===== src/rtl/adder_n_pkg.sv =====
// Shared types and bit-level helpers for the adder_n ripple-carry adder.
// Holds the legal width range and the full-adder cell equation.
package adder_n_pkg;

    localparam int unsigned N_MIN = 1;
    localparam int unsigned N_MAX = 64;

    typedef struct packed {
        logic s;
        logic co;
    } fa_out_t;

    function automatic fa_out_t fa_bit(
        input logic a,
        input logic b,
        input logic ci
    );
        fa_out_t r;
        r.s  = a ^ b ^ ci;
        r.co = (a & b) | (ci & (a ^ b));
        return r;
    endfunction

endpackage


===== src/rtl/adder_n_if.sv =====
// Operand/result bundle for adder_n: operands in, combinational and
// registered results out.
interface adder_n_if #(
    parameter int unsigned N = 8
);
    logic [N-1:0] x;
    logic [N-1:0] y;
    logic         c_in;
    logic [N-1:0] s;
    logic         c_out;
    logic         ovf;
    logic [N-1:0] s_r;
    logic         c_out_r;
    logic         ovf_r;

    modport master (
        output x, y, c_in,
        input  s, c_out, ovf, s_r, c_out_r, ovf_r
    );

    modport slave (
        input  x, y, c_in,
        output s, c_out, ovf, s_r, c_out_r, ovf_r
    );
endinterface


===== src/rtl/adder_n_full_adder_cell.sv =====
// One bit of the ripple-carry chain in adder_n.
module full_adder_cell
    import adder_n_pkg::*;
(
    input  logic a,
    input  logic b,
    input  logic ci,
    output logic s,
    output logic co
);
    fa_out_t w_r;

    assign w_r = fa_bit(a, b, ci);
    assign s   = w_r.s;
    assign co  = w_r.co;
endmodule


===== src/rtl/adder_n.sv =====
// N-bit ripple-carry adder with zero-latency sum/carry/overflow
// plus a one-cycle registered copy cleared by async reset.
module adder_n
    import adder_n_pkg::*;
#(
    parameter int unsigned N = 8
) (
    input  logic      clock,
    input  logic      reset_,
    adder_n_if.slave  bus
);
    if (N < N_MIN || N > N_MAX) begin : g_bad_width
        $error("adder_n: N out of range");
    end

    logic [N:0]   w_c;
    logic [N-1:0] w_s;
    logic         w_ovf;

    logic [N-1:0] r_s;
    logic         r_c_out;
    logic         r_ovf;

    assign w_c[0] = bus.c_in;

    for (genvar i = 0; i < N; i++) begin : g_cell
        full_adder_cell u_fa (
            .a  (bus.x[i]),
            .b  (bus.y[i]),
            .ci (w_c[i]),
            .s  (w_s[i]),
            .co (w_c[i+1])
        );
    end

    // For N=1, w_c[N-1] is c_in, so this also covers the 1-bit case.
    assign w_ovf = w_c[N] ^ w_c[N-1];

    always_ff @(posedge clock or negedge reset_) begin
        if (!reset_) begin
            r_s     <= '0;
            r_c_out <= 1'b0;
            r_ovf   <= 1'b0;
        end else begin
            r_s     <= w_s;
            r_c_out <= w_c[N];
            r_ovf   <= w_ovf;
        end
    end

    assign bus.s       = w_s;
    assign bus.c_out   = w_c[N];
    assign bus.ovf     = w_ovf;
    assign bus.s_r     = r_s;
    assign bus.c_out_r = r_c_out;
    assign bus.ovf_r   = r_ovf;
endmodule


===== src/flat_wrapper.sv =====
// flat-port wrapper written by rule: the top's interface ports become plain ports
module adder_n_flat import adder_n_pkg::*;
#(
    parameter int unsigned N = 8
)
  (clock, reset_, bus_x, bus_y, bus_c_in, bus_s, bus_c_out, bus_ovf, bus_s_r, bus_c_out_r, bus_ovf_r);
  adder_n_if #(.N(N)) bus_i ();
  input  logic clock;
  input  logic reset_;
  input wire logic [$bits(bus_i.x)-1:0] bus_x;
  input wire logic [$bits(bus_i.y)-1:0] bus_y;
  input wire logic [$bits(bus_i.c_in)-1:0] bus_c_in;
  output wire logic [$bits(bus_i.s)-1:0] bus_s;
  output wire logic [$bits(bus_i.c_out)-1:0] bus_c_out;
  output wire logic [$bits(bus_i.ovf)-1:0] bus_ovf;
  output wire logic [$bits(bus_i.s_r)-1:0] bus_s_r;
  output wire logic [$bits(bus_i.c_out_r)-1:0] bus_c_out_r;
  output wire logic [$bits(bus_i.ovf_r)-1:0] bus_ovf_r;
  assign bus_i.x = bus_x;
  assign bus_i.y = bus_y;
  assign bus_i.c_in = bus_c_in;
  assign bus_s = bus_i.s;
  assign bus_c_out = bus_i.c_out;
  assign bus_ovf = bus_i.ovf;
  assign bus_s_r = bus_i.s_r;
  assign bus_c_out_r = bus_i.c_out_r;
  assign bus_ovf_r = bus_i.ovf_r;
  adder_n #(.N(N)) u_core (.clock(clock), .reset_(reset_), .bus(bus_i));
endmodule

===== config.mk =====
export PLATFORM = sky130hd
export DESIGN_NAME = adder_n_flat
export DESIGN_NICKNAME = d
export VERILOG_FILES = /design/src/rtl/adder_n_pkg.sv /design/src/rtl/adder_n_if.sv /design/src/rtl/adder_n_full_adder_cell.sv /design/src/rtl/adder_n.sv /design/src/flat_wrapper.sv
export SDC_FILE = /design/constraint.sdc
export NUM_CORES = 1
export LEC_CHECK = 0
export BUFFER_PORTS_ARGS = -buffer_cell sky130_fd_sc_hd__buf_2
export CELL_PAD_IN_SITES_DETAIL_PLACEMENT = 0
export CELL_PAD_IN_SITES_GLOBAL_PLACEMENT = 1
export CORE_UTILIZATION = 29
export DETAILED_ROUTE_END_ITERATION = 7
export MAX_ROUTING_LAYER = met4
export PLACE_DENSITY_LB_ADDON = 0.1
export SLEW_MARGIN = 15
export SYNTH_ARGS = -nofsm -noshare
export SYNTH_HDL_FRONTEND = slang
export SYNTH_SLANG_ARGS = --single-unit

===== constraint.sdc =====
create_clock -name clock -period 7.2 [get_ports clock]
set_clock_uncertainty 0.15 [all_clocks]
set_input_delay 1.08 -clock clock [delete_from_list [all_inputs] [get_ports clock]]
set_output_delay 1.08 -clock clock [all_outputs]
set_load 0.01 [all_outputs]

==> results of run 1 <==
[per-layer routing]
| layer | routed length, um | up-vias | GRT usage [%] | share of wire (%) |
|---|---|---|---|---|
| met2 | 454 | 23 | 18.5 | 55 |
| li1 | - | 160 | - | - |
| met5 | 0 | - | - | 0 |
| met4 | 19 | 0 | 9.09 | 2.3 |
| met3 | 64 | 2 | 5.31 | 7.8 |
| met1 | 284 | 153 | 9.45 | 35 |
[flip-flops by register name (all words and copies together) (netlist names)]
register and flops:
u_core.bus.s_r 8, u_core.bus.c_out_r 1, u_core.bus.ovf_r 1
[cells in the mapped netlist, drive strengths merged]
cell / count
xnor2: 1
fa: 8
buf: 8
dfrtp: 10
inv: 10
[power by group through the flow]
stage	Sequential [uW]	Combinational [uW]	Clock (uW)
global placement	69.3	54.8	0
CTS	68.2	55.4	37.9
floorplan	75.8	31.1	0
global route	69.0	60.2	41.7
detailed placement	69.2	55.4	0
finish	68.1	53.6	35.0
[worst paths after layout]
path	start	to	slack [ns]	depth (start not counted)
setup / recovery	bus_c_in	bus_s[7]	1.45	14
hold / removal	reset_	u_core.bus.s_r[3]	0.52	1
max in group asynchronous	reset_	u_core.bus.c_out_r	6.20	1
min in group clock	bus_x[4]	u_core.bus.s_r[4]	0.96	2
[logic make-up after synthesis]
kind of cell,after synthesis
XOR/XNOR,1
flip-flops,10
buffers and inverters,18
adder cells (fa/ha/maj),8
[stage by stage]
step                      instance area [um^2]  hold WS, ns  worst slack, ns
after global routing                       689        0.517             1.29
final                                      689        0.520             1.45
after floorplan                            517        0.634             1.69
after global placement                     667        0.798             1.43
after detailed placement                   667        0.800             1.41
after CTS                                  689        0.517             1.41
[final cells by class]
cell class | count | area [um^2] | area share, %
Multi-Input combinational cell | 9 | 169 | 24.5
Sequential cell | 10 | 250 | 36.3
Tap cell | 16 | 20.0 | 2.90
Timing Repair Buffer | 38 | 190 | 27.6
Clock buffer | 3 | 22.5 | 3.27
Inverter | 10 | 37.5 | 5.44
==> flow_summary.ini, run 1 <==
[pwr]
seq_power_share_pct = 43.4
clockPowerShare_pct = 22.3
net-switching-power_uw = 47.2
total_leakage_power_uw = 0.000394
comb_power_share_pct = 34.2
power_uw = 157
sw_frac_of_total_pct = 30.1
internal_uw = 110
worst_ir_drop_vdd_mv = 0.114
power-per-cell-area_nw_per_um2 = 227

[setup_path]
cp_num_buf_inv = 6
critical_path.endpoint_type = output port
arrival_ns = 4.52
critPathKind = in2out
cp_cell_sequence = buf_2 -> fa_1 -> fa_1 -> fa_1 -> fa_1 -> fa_1 -> inv_1 -> fa_1 -> inv_1 -> fa_1 -> inv_1 -> fa_1 -> inv_1 -> buf_2
critical_path.max_fanout = 2
worstSetupStartpointType = primary input
timing.critical_path.slowest_cell_delay_ns = 0.43
path_common_cell = sky130_fd_sc_hd__fa_1
cp.required_ns = 5.97
timing.critical_path.slowest_stage_cell = sky130_fd_sc_hd__fa_1
crit_family = adder cells

[final_layout]
number_of_standard_cells_in_the_final_layout_excluding_fillers = 86
antenna-diode-count = 0
post-route-util_pct = 43.7
layout_common_cells = sky130_fd_sc_hd__buf_2 (38), sky130_fd_sc_hd__inv_1 (10), sky130_fd_sc_hd__dfrtp_1 (10)
final_nets = 99
final_common_cell = sky130_fd_sc_hd__buf_2
syn2layout_area_growth_pct = 33.4
drive_gt1_share_pct = 58.6
filler_cell_count = 158

[clocking]
cts-buffers-inserted = 3
clkSlewWorstSetupHoldPaths_ns = 0.06
number_of_buffers_inserted_by_post_cts_setup_repair = 0
clk_root_buffer_cell = sky130_fd_sc_hd__clkbuf_4
cts_resized = 0
cts_tree = done
clock_tree.htree_level_count = 1
ctsHoldBuffers = 0
cts_num_sinks = 10
max-clock-path-buffers = 2

[outcome]
status = finished, final reports clean

[logic_synthesis]
postSynthNetCount = 64
synth_compound_gate_area_share_pct = 0
netlist.area_leader.share_pct = 48.4
synth_top_family_by_area = adder cells
synth_area_leaders = sky130_fd_sc_hd__dfrtp_1 (48%), sky130_fd_sc_hd__fa_1 (31%), sky130_fd_sc_hd__buf_4 (12%)
synth_area_um2 = 517
post_synth_mux_area_share_pct = 0
yosys.area_share.simple_pct = 0
syn-instance-count = 37
fraction_of_synthesized_cell_area_in_xor_and_xnor_cells_pct = 1.69
adder_cell_fraction_of_synth_area_pct = 31.0
ys.warnings.count = 0
synth_cell_type_count = 5
postSynthRegisterBits = 10
netlist.top_cell.by_area = sky130_fd_sc_hd__dfrtp_1
ys_seq_area_share_pct = 48.4
synth_area_per_cell_um2 = 14.0

[sta]
final-setup-viol-count = 0
finalWorstPathRequiredPeriod_ns = 5.75
worst-slew-pin-transition_ns = 0.215
drv_slew = 0
timing.setup.tns_ns = 0
timing.final.hold_violations = 0
fmax_mhz = 174
min_period_over_period_pct = 79.8
rsz0062_at_grt = false
slew_headroom_pct = 85.7

[global_routing]
globalRouteOverflowTotal = 0
grt_max_degree = 11
grt_antenna_before_repair = 0
grt_first_pass_wirelength_um = 1420
global_route.usage.total_pct = 11.2
grt_pass1_vias = 362

[die]
fp.dieArea_um2 = 1950
chipWidth_um = 44.2
fp-row-count = 14
die_h_um = 44.2
floorplan.core_area_um2 = 1580
initial_utilization_pct = 32.8
num_io_pins = 39

[placed_design]
gpl.final_weighted_congestion = 0.661
numPlacedInstances = 83
placement.io_buffers = 38

[drt]
drc = 0
detail_route.first_pass.iterations = 5
routed_wire_length_per_instance_um = 9.57
routed-via-count = 338
wl_um = 823
dr.first_iter.drc_count = 4
vias_per_cell = 3.93
antenna_left = 0

[job]
max_cap_violations = 0

[hold_path]
hold_path_class = in2async
No activity file was read; power rests on OpenSTA's default activity.
==> inputs of run 2 (changes only) <==
--- a/config.mk
+++ b/config.mk
@@ -8,7 +8,7 @@
 export BUFFER_PORTS_ARGS = -buffer_cell sky130_fd_sc_hd__buf_2
 export CELL_PAD_IN_SITES_DETAIL_PLACEMENT = 0
 export CELL_PAD_IN_SITES_GLOBAL_PLACEMENT = 1
-export CORE_UTILIZATION = 29
+export CORE_UTILIZATION = 27
 export DETAILED_ROUTE_END_ITERATION = 7
 export MAX_ROUTING_LAYER = met4
 export PLACE_DENSITY_LB_ADDON = 0.1
==> constraint.sdc (replaced) <==
create_clock -name clock -period 5.39 [get_ports clock]
set_clock_uncertainty 0.15 [all_clocks]
set_input_delay 0.8085 -clock clock [delete_from_list [all_inputs] [get_ports clock]]
set_output_delay 0.8085 -clock clock [all_outputs]
set_load 0.01 [all_outputs]
==> run 2 against run 1 <==
Final area grew 4.0%. Highest routed layer unchanged. Critical path type unchanged. Sequential power increased by 34%. Core utilization shrank 3.1 points. First-iteration DRC count fell by 25%. Via count grew 0.30%. Total power is 46% higher. Final cell count up 12%. Combinational power is 35% higher. Largest cell class unchanged. Wire length rose by 1.9%. Sequential share of layout area shrank 1.4 points. Die area increased by 7.1%.
==> flow_summary.ini, run 2 (synthesis results as in run 1) <==
[final_layout]
antenna-diode-count = 0
drive_gt1_share_pct = 60.6
filler_cell_count = 197
syn2layout_area_growth_pct = 38.7
final_common_cell = sky130_fd_sc_hd__buf_2
layout_common_cells = sky130_fd_sc_hd__buf_2 (38), sky130_fd_sc_hd__inv_1 (10), sky130_fd_sc_hd__dfrtp_1 (10)
final_nets = 99
final-seq-area_um2 = 250
multi_input_logic_area_um2 = 171
largest_reg_flops = 8

[sta]
worst_slack_ns = 0.248
worst_hold_margin_ns = 0.244
final-setup-viol-count = 0
drv_slew = 0
rsz0062_at_grt = false
min_period_over_period_pct = 95.4
finalWorstPathRequiredPeriod_ns = 5.14
worst-slew-pin-transition_ns = 0.218
timing.final.hold_violations = 0
fmax_mhz = 194
slew_headroom_pct = 85.5
timing.setup.tns_ns = 0

[clocking]
cts_tree = done
clk_root_buffer_cell = sky130_fd_sc_hd__clkbuf_4
max-clock-path-buffers = 2
cts_num_sinks = 10
ctsHoldBuffers = 0
clock_tree.htree_level_count = 1
clkSlewWorstSetupHoldPaths_ns = 0.07
cts-buffers-inserted = 3

[setup_path]
setup.worst_path.start = bus_c_in
arrival_ns = 4.18
critPathKind = in2out
cp_num_buf_inv = 6
timing.critical_path.slowest_stage_cell = sky130_fd_sc_hd__fa_1
cp_cell_sequence = buf_2 -> fa_1 -> fa_1 -> fa_1 -> fa_1 -> fa_1 -> inv_1 -> fa_1 -> inv_1 -> fa_2 -> inv_1 -> fa_1 -> inv_1 -> buf_2
crit_family = adder cells
path_common_cell = sky130_fd_sc_hd__fa_1
critical_path.max_fanout = 2
cp.required_ns = 4.43
worstSetupStartpointType = primary input
critical_path.endpoint_type = output port
timing.critical_path.slowest_cell_delay_ns = 0.43

[placed_design]
gpl.final_weighted_congestion = 0.637
placement.io_buffers = 38
dp_hpwl_um = 758
post-place-ws_ns = 0.135

[global_routing]
grt_pass1_vias = 293
global_route.usage.total_pct = 8.39
grt_max_degree = 11
grt_first_pass_wirelength_um = 1100
globalRouteOverflowTotal = 0
grt_antenna_before_repair = 0

[die]
chipWidth_um = 45.7
num_io_pins = 39
die_h_um = 45.7
floorplan.core_area_um2 = 1760
fp.dieArea_um2 = 2090
fp-row-count = 15
initial_utilization_pct = 29.3

[drt]
antenna_left = 0
drc = 0
detail_route.first_pass.iterations = 4
wl_um = 839
routed_wire_length_per_instance_um = 8.74
dr.first_iter.drc_count = 3
routed-via-count = 339
vias_per_cell = 3.53

[pwr]
worst_ir_drop_vdd_mv = 0.117
clockPowerShare_pct = 28.6
power_uw = 229
comb_power_share_pct = 31.5
sw_frac_of_total_pct = 29.3
seq_power_share_pct = 39.9
total_leakage_power_uw = 0.000400
net-switching-power_uw = 66.9
power-per-cell-area_nw_per_um2 = 319
internal_uw = 162

[outcome]
status = finished, final reports clean

[job]
max_cap_violations = 0

[hold_path]
hold_path_class = in2async
[run 2: changes by cell type in the layout (fill, tap and decap cells not counted)]
cell | previous run | this run
sky130_fd_sc_hd__clkbuf_8 | 0 | 1
sky130_fd_sc_hd__fa_1 | 8 | 7
sky130_fd_sc_hd__fa_2 | 0 | 1
[run 2: metal layers]
layer,vias to the layer above,share of wire [%],global-route usage (%)
met5,-,0,-
met4,0,2.0,7.06
met3,2,9.5,3.57
met2,21,51,12.0
met1,154,37,8.84
li1,162,-,-
[run 2: worst max path at each step]
stage | to | cells past startpoint
6_report | bus_s[7] | 14
5_1_grt | bus_s[7] | 14
4_1_cts | bus_s[7] | 14
3_5_place_dp | bus_s[7] | 14
3_3_place_gp | bus_s[7] | 14
2_1_floorplan | bus_s[7] | 13
[run 2: cell type report]
class	instances	share of cell area, %
Tap cell	25	4.36
Timing Repair Buffer	38	26.5
Clock buffer	4	5.06
Inverter	10	5.24
Sequential cell	10	34.9
Multi-Input combinational cell	9	23.9
[run 2: what timing repair did]
| action | in CTS | in global routing |
|---|---|---|
| gates resized for setup | 0 | 1 |
| buffers inserted | 0 | 0 |
| setup endpoints to repair | 0 | 1 |
| hold endpoints to repair | 0 | 0 |
[run 2: power by group through the flow]
stage	sequential (uW)	combinational [uW]	clock, uW
floorplan	101	41.5	0
global placement	92.4	73.2	0
detailed placement	92.7	74.1	0
CTS	91.4	74.1	68.2
global route	92.4	81.8	70.8
finish	91.2	72.1	65.5
[run 2: metrics by stage]
step | std cells | util (%) | area [um^2]
global route | 96 | 40.6 | 717
floorplan | 37 | - | 517
CTS | 96 | 40.5 | 714
finish | 96 | 40.6 | 717
global placement | 92 | 38.4 | 678
detailed placement | 92 | 38.4 | 678
==> inputs of run 3 (changes only) <==
--- a/config.mk
+++ b/config.mk
@@ -5,6 +5,7 @@
 export SDC_FILE = /design/constraint.sdc
 export NUM_CORES = 1
 export LEC_CHECK = 0
+export ABC_AREA = 1
 export BUFFER_PORTS_ARGS = -buffer_cell sky130_fd_sc_hd__buf_2
 export CELL_PAD_IN_SITES_DETAIL_PLACEMENT = 0
 export CELL_PAD_IN_SITES_GLOBAL_PLACEMENT = 1
==> run 3 against run 2 <==
Final cell count increased by 1.0%. Total power is 8.8% lower. Synthesized area grew 0.48%. Final area is 1.6% lower. Sequential power is 0.8% lower. Core utilization decreased by 0.64 points. Sequential cell count stayed put. Worst hold slack improved by 0.010 ns. Sequential share of layout area up 0.56 points. Synthesized cell count grew 5.4%. Clock power is 28% lower. Non-clock buffer count stayed put. Highest routed layer unchanged.
==> flow_summary.ini, run 3 <==
[clocking]
cts_resized = 0
clk_root_buffer_cell = sky130_fd_sc_hd__clkbuf_4
number_of_buffers_inserted_by_post_cts_setup_repair = 0
cts-buffers-inserted = 3
cts_num_sinks = 10
clock_tree.htree_level_count = 1
clkSlewWorstSetupHoldPaths_ns = 0.06
cts_tree = done
max-clock-path-buffers = 2
ctsHoldBuffers = 0

[sta]
fmax_mhz = 193
final-setup-viol-count = 0
drv_slew = 0
timing.final.hold_violations = 0
rsz0062_at_grt = false
worst-slew-pin-transition_ns = 0.222
slew_headroom_pct = 85.2
timing.setup.tns_ns = 0
min_period_over_period_pct = 96.2
finalWorstPathRequiredPeriod_ns = 5.18
worst_slack_ns = 0.207

[drt]
routed-via-count = 352
detail_route.first_pass.iterations = 3
max_layer_used = met4
vias_per_cell = 3.63
routed_wire_length_per_instance_um = 9.20
met1Wirelength_um = 327
drc = 0
antenna_left = 0
wl_um = 892
routed-wl-met3_um = 67
met2RoutedLength_um = 481
dr.first_iter.drc_count = 5

[global_routing]
grt_antenna_before_repair = 0
grt_pass1_vias = 310
globalRouteOverflowTotal = 0
global_route.usage.total_pct = 10.1
grt_max_degree = 11
grt_first_pass_wirelength_um = 1320

[logic_synthesis]
ys_seq_area_share_pct = 48.2
postSynthRegisterBits = 10
asyncSetResetFlopFracSynth_pct = 100
synth_flop_cell = sky130_fd_sc_hd__dfrtp_1
synth_cell_type_count = 6
yosys.area_share.simple_pct = 2.17
syn-instance-count = 39
netlist.top_cell.by_area = sky130_fd_sc_hd__dfrtp_1
synth_compound_gate_area_share_pct = 0
netlist_top_cells_count = sky130_fd_sc_hd__dfrtp_1 (10), sky130_fd_sc_hd__inv_1 (9), sky130_fd_sc_hd__buf_4 (8), sky130_fd_sc_hd__fa_1 (8), sky130_fd_sc_hd__nand2_1 (3)
number_of_flops_mapped_to_enable_cells_by_yosys = 0
netlist.area_leader.share_pct = 48.2
synth_most_common_cell = sky130_fd_sc_hd__dfrtp_1
post_synth_mux_area_share_pct = 0
synth_top_family_by_area = adder cells
synth_area_per_cell_um2 = 13.3
adder_cell_fraction_of_synth_area_pct = 30.8
postSynthNetCount = 66
synth_area_leaders = sky130_fd_sc_hd__dfrtp_1 (48%), sky130_fd_sc_hd__fa_1 (31%), sky130_fd_sc_hd__buf_4 (12%)
synth_area_um2 = 519
fraction_of_synthesized_cell_area_in_xor_and_xnor_cells_pct = 0
ys.warnings.count = 0

[placed_design]
numPlacedInstances = 94
post-place-ws_ns = 0.110
placed_cell_area_um2 = 681
dp_hpwl_um = 767
gpl.final_weighted_congestion = 0.650
placement.io_buffers = 38

[setup_path]
timing.critical_path.slowest_cell_delay_ns = 0.43
cp_cell_sequence = buf_2 -> fa_1 -> fa_1 -> fa_2 -> fa_1 -> fa_1 -> inv_1 -> fa_1 -> inv_1 -> fa_1 -> inv_1 -> fa_1 -> inv_1 -> buf_2
worstSetupStartpointType = primary input
critical_path.endpoint_type = output port
cp.required_ns = 4.43
arrival_ns = 4.22
critPathKind = in2out
timing.critical_path.slowest_stage_cell = sky130_fd_sc_hd__fa_1
setup.worst_path.start = bus_c_in
critical_path.max_fanout = 2
path_common_cell = sky130_fd_sc_hd__fa_1

[final_layout]
antenna-diode-count = 0
final_common_cell = sky130_fd_sc_hd__buf_2
syn2layout_area_growth_pct = 35.9
number_of_standard_cells_in_the_final_layout_excluding_fillers = 97
largest_reg_flops = 8
final_design_area_no_fill_um2 = 706
drive_gt1_share_pct = 59.7
final_nets = 101
filler_cell_count = 192
layout_common_cells = sky130_fd_sc_hd__buf_2 (38), sky130_fd_sc_hd__dfrtp_1 (10), sky130_fd_sc_hd__inv_1 (9)

[die]
initial_utilization_pct = 29.4
die_h_um = 45.9
chipWidth_um = 45.9
fp.dieArea_um2 = 2100
num_io_pins = 39
fp-row-count = 15
floorplan.core_area_um2 = 1760

[outcome]
status = finished, final reports clean

[pwr]
worst_ir_drop_vdd_mv = 0.118
total_leakage_power_uw = 0.000399
power-per-cell-area_nw_per_um2 = 296

[job]
max_cap_violations = 0

[hold_path]
hold_path_class = in2async
run 3: cell types whose count changed in the layout (fill, tap and decap cells not counted):
cell / change
sky130_fd_sc_hd__inv_1: -1
sky130_fd_sc_hd__inv_2: +1
sky130_fd_sc_hd__clkbuf_8: -1
sky130_fd_sc_hd__xnor2_1: -1
sky130_fd_sc_hd__nand2_1: +3
run 3: where the power goes:
group | total [uW] | internal (uW) | switching [uW]
Clock | 46.9 | 25.6 | 21.3
Sequential | 90.5 | 88.1 | 2.39
Combinational | 71.3 | 31.7 | 39.6
run 3: cell type report:
class / count / area [um^2] / area share, %
clock buffer: 3 / 22.5 / 3.19
multi-input combinational: 11 / 174 / 24.6
sequential: 10 / 250 / 35.5
timing repair buffer: 38 / 190 / 27.0
inverter: 10 / 37.5 / 5.32
tap: 25 / 31.3 / 4.43
run 3: stage by stage:
stage | hold WS (ns) | power, uW | util, %
6_report | 0.254 | 209 | 40.0
5_1_grt | 0.264 | 228 | 40.0
3_5_place_dp | 0.529 | 165 | 38.6
2_1_floorplan | 0.363 | 142 | -
4_1_cts | 0.251 | 214 | 39.9
3_3_place_gp | 0.530 | 164 | 38.6
run 3: kinds of logic after synthesis:
group / after synthesis
buffers and inverters: 18
adders and majority gates: 8
DFF: 10
and+or+nand+nor: 3
run 3: routing by layer:
layer / vias to the layer above / track usage [%]
met2: 21 / 14.6
met3: 2 / 2.38
li1: 166 / -
met5: - / -
met4: 0 / 10.6
met1: 163 / 10.7
run 3: worst max-delay path, delay by kind of cell:
family | cells | cell delay [ns]
fa+ha+maj | 8 | 2.90
buf+inv | 6 | 0.53
run 3: worst max-delay path by stage:
stage,end,slack (ns)
final,bus_s[7],0.21
after global routing,bus_s[7],0.02
after CTS,bus_s[7],0.11
after detailed placement,bus_s[7],0.11
after global placement,bus_s[7],0.14
after floorplan,bus_s[7],0.42
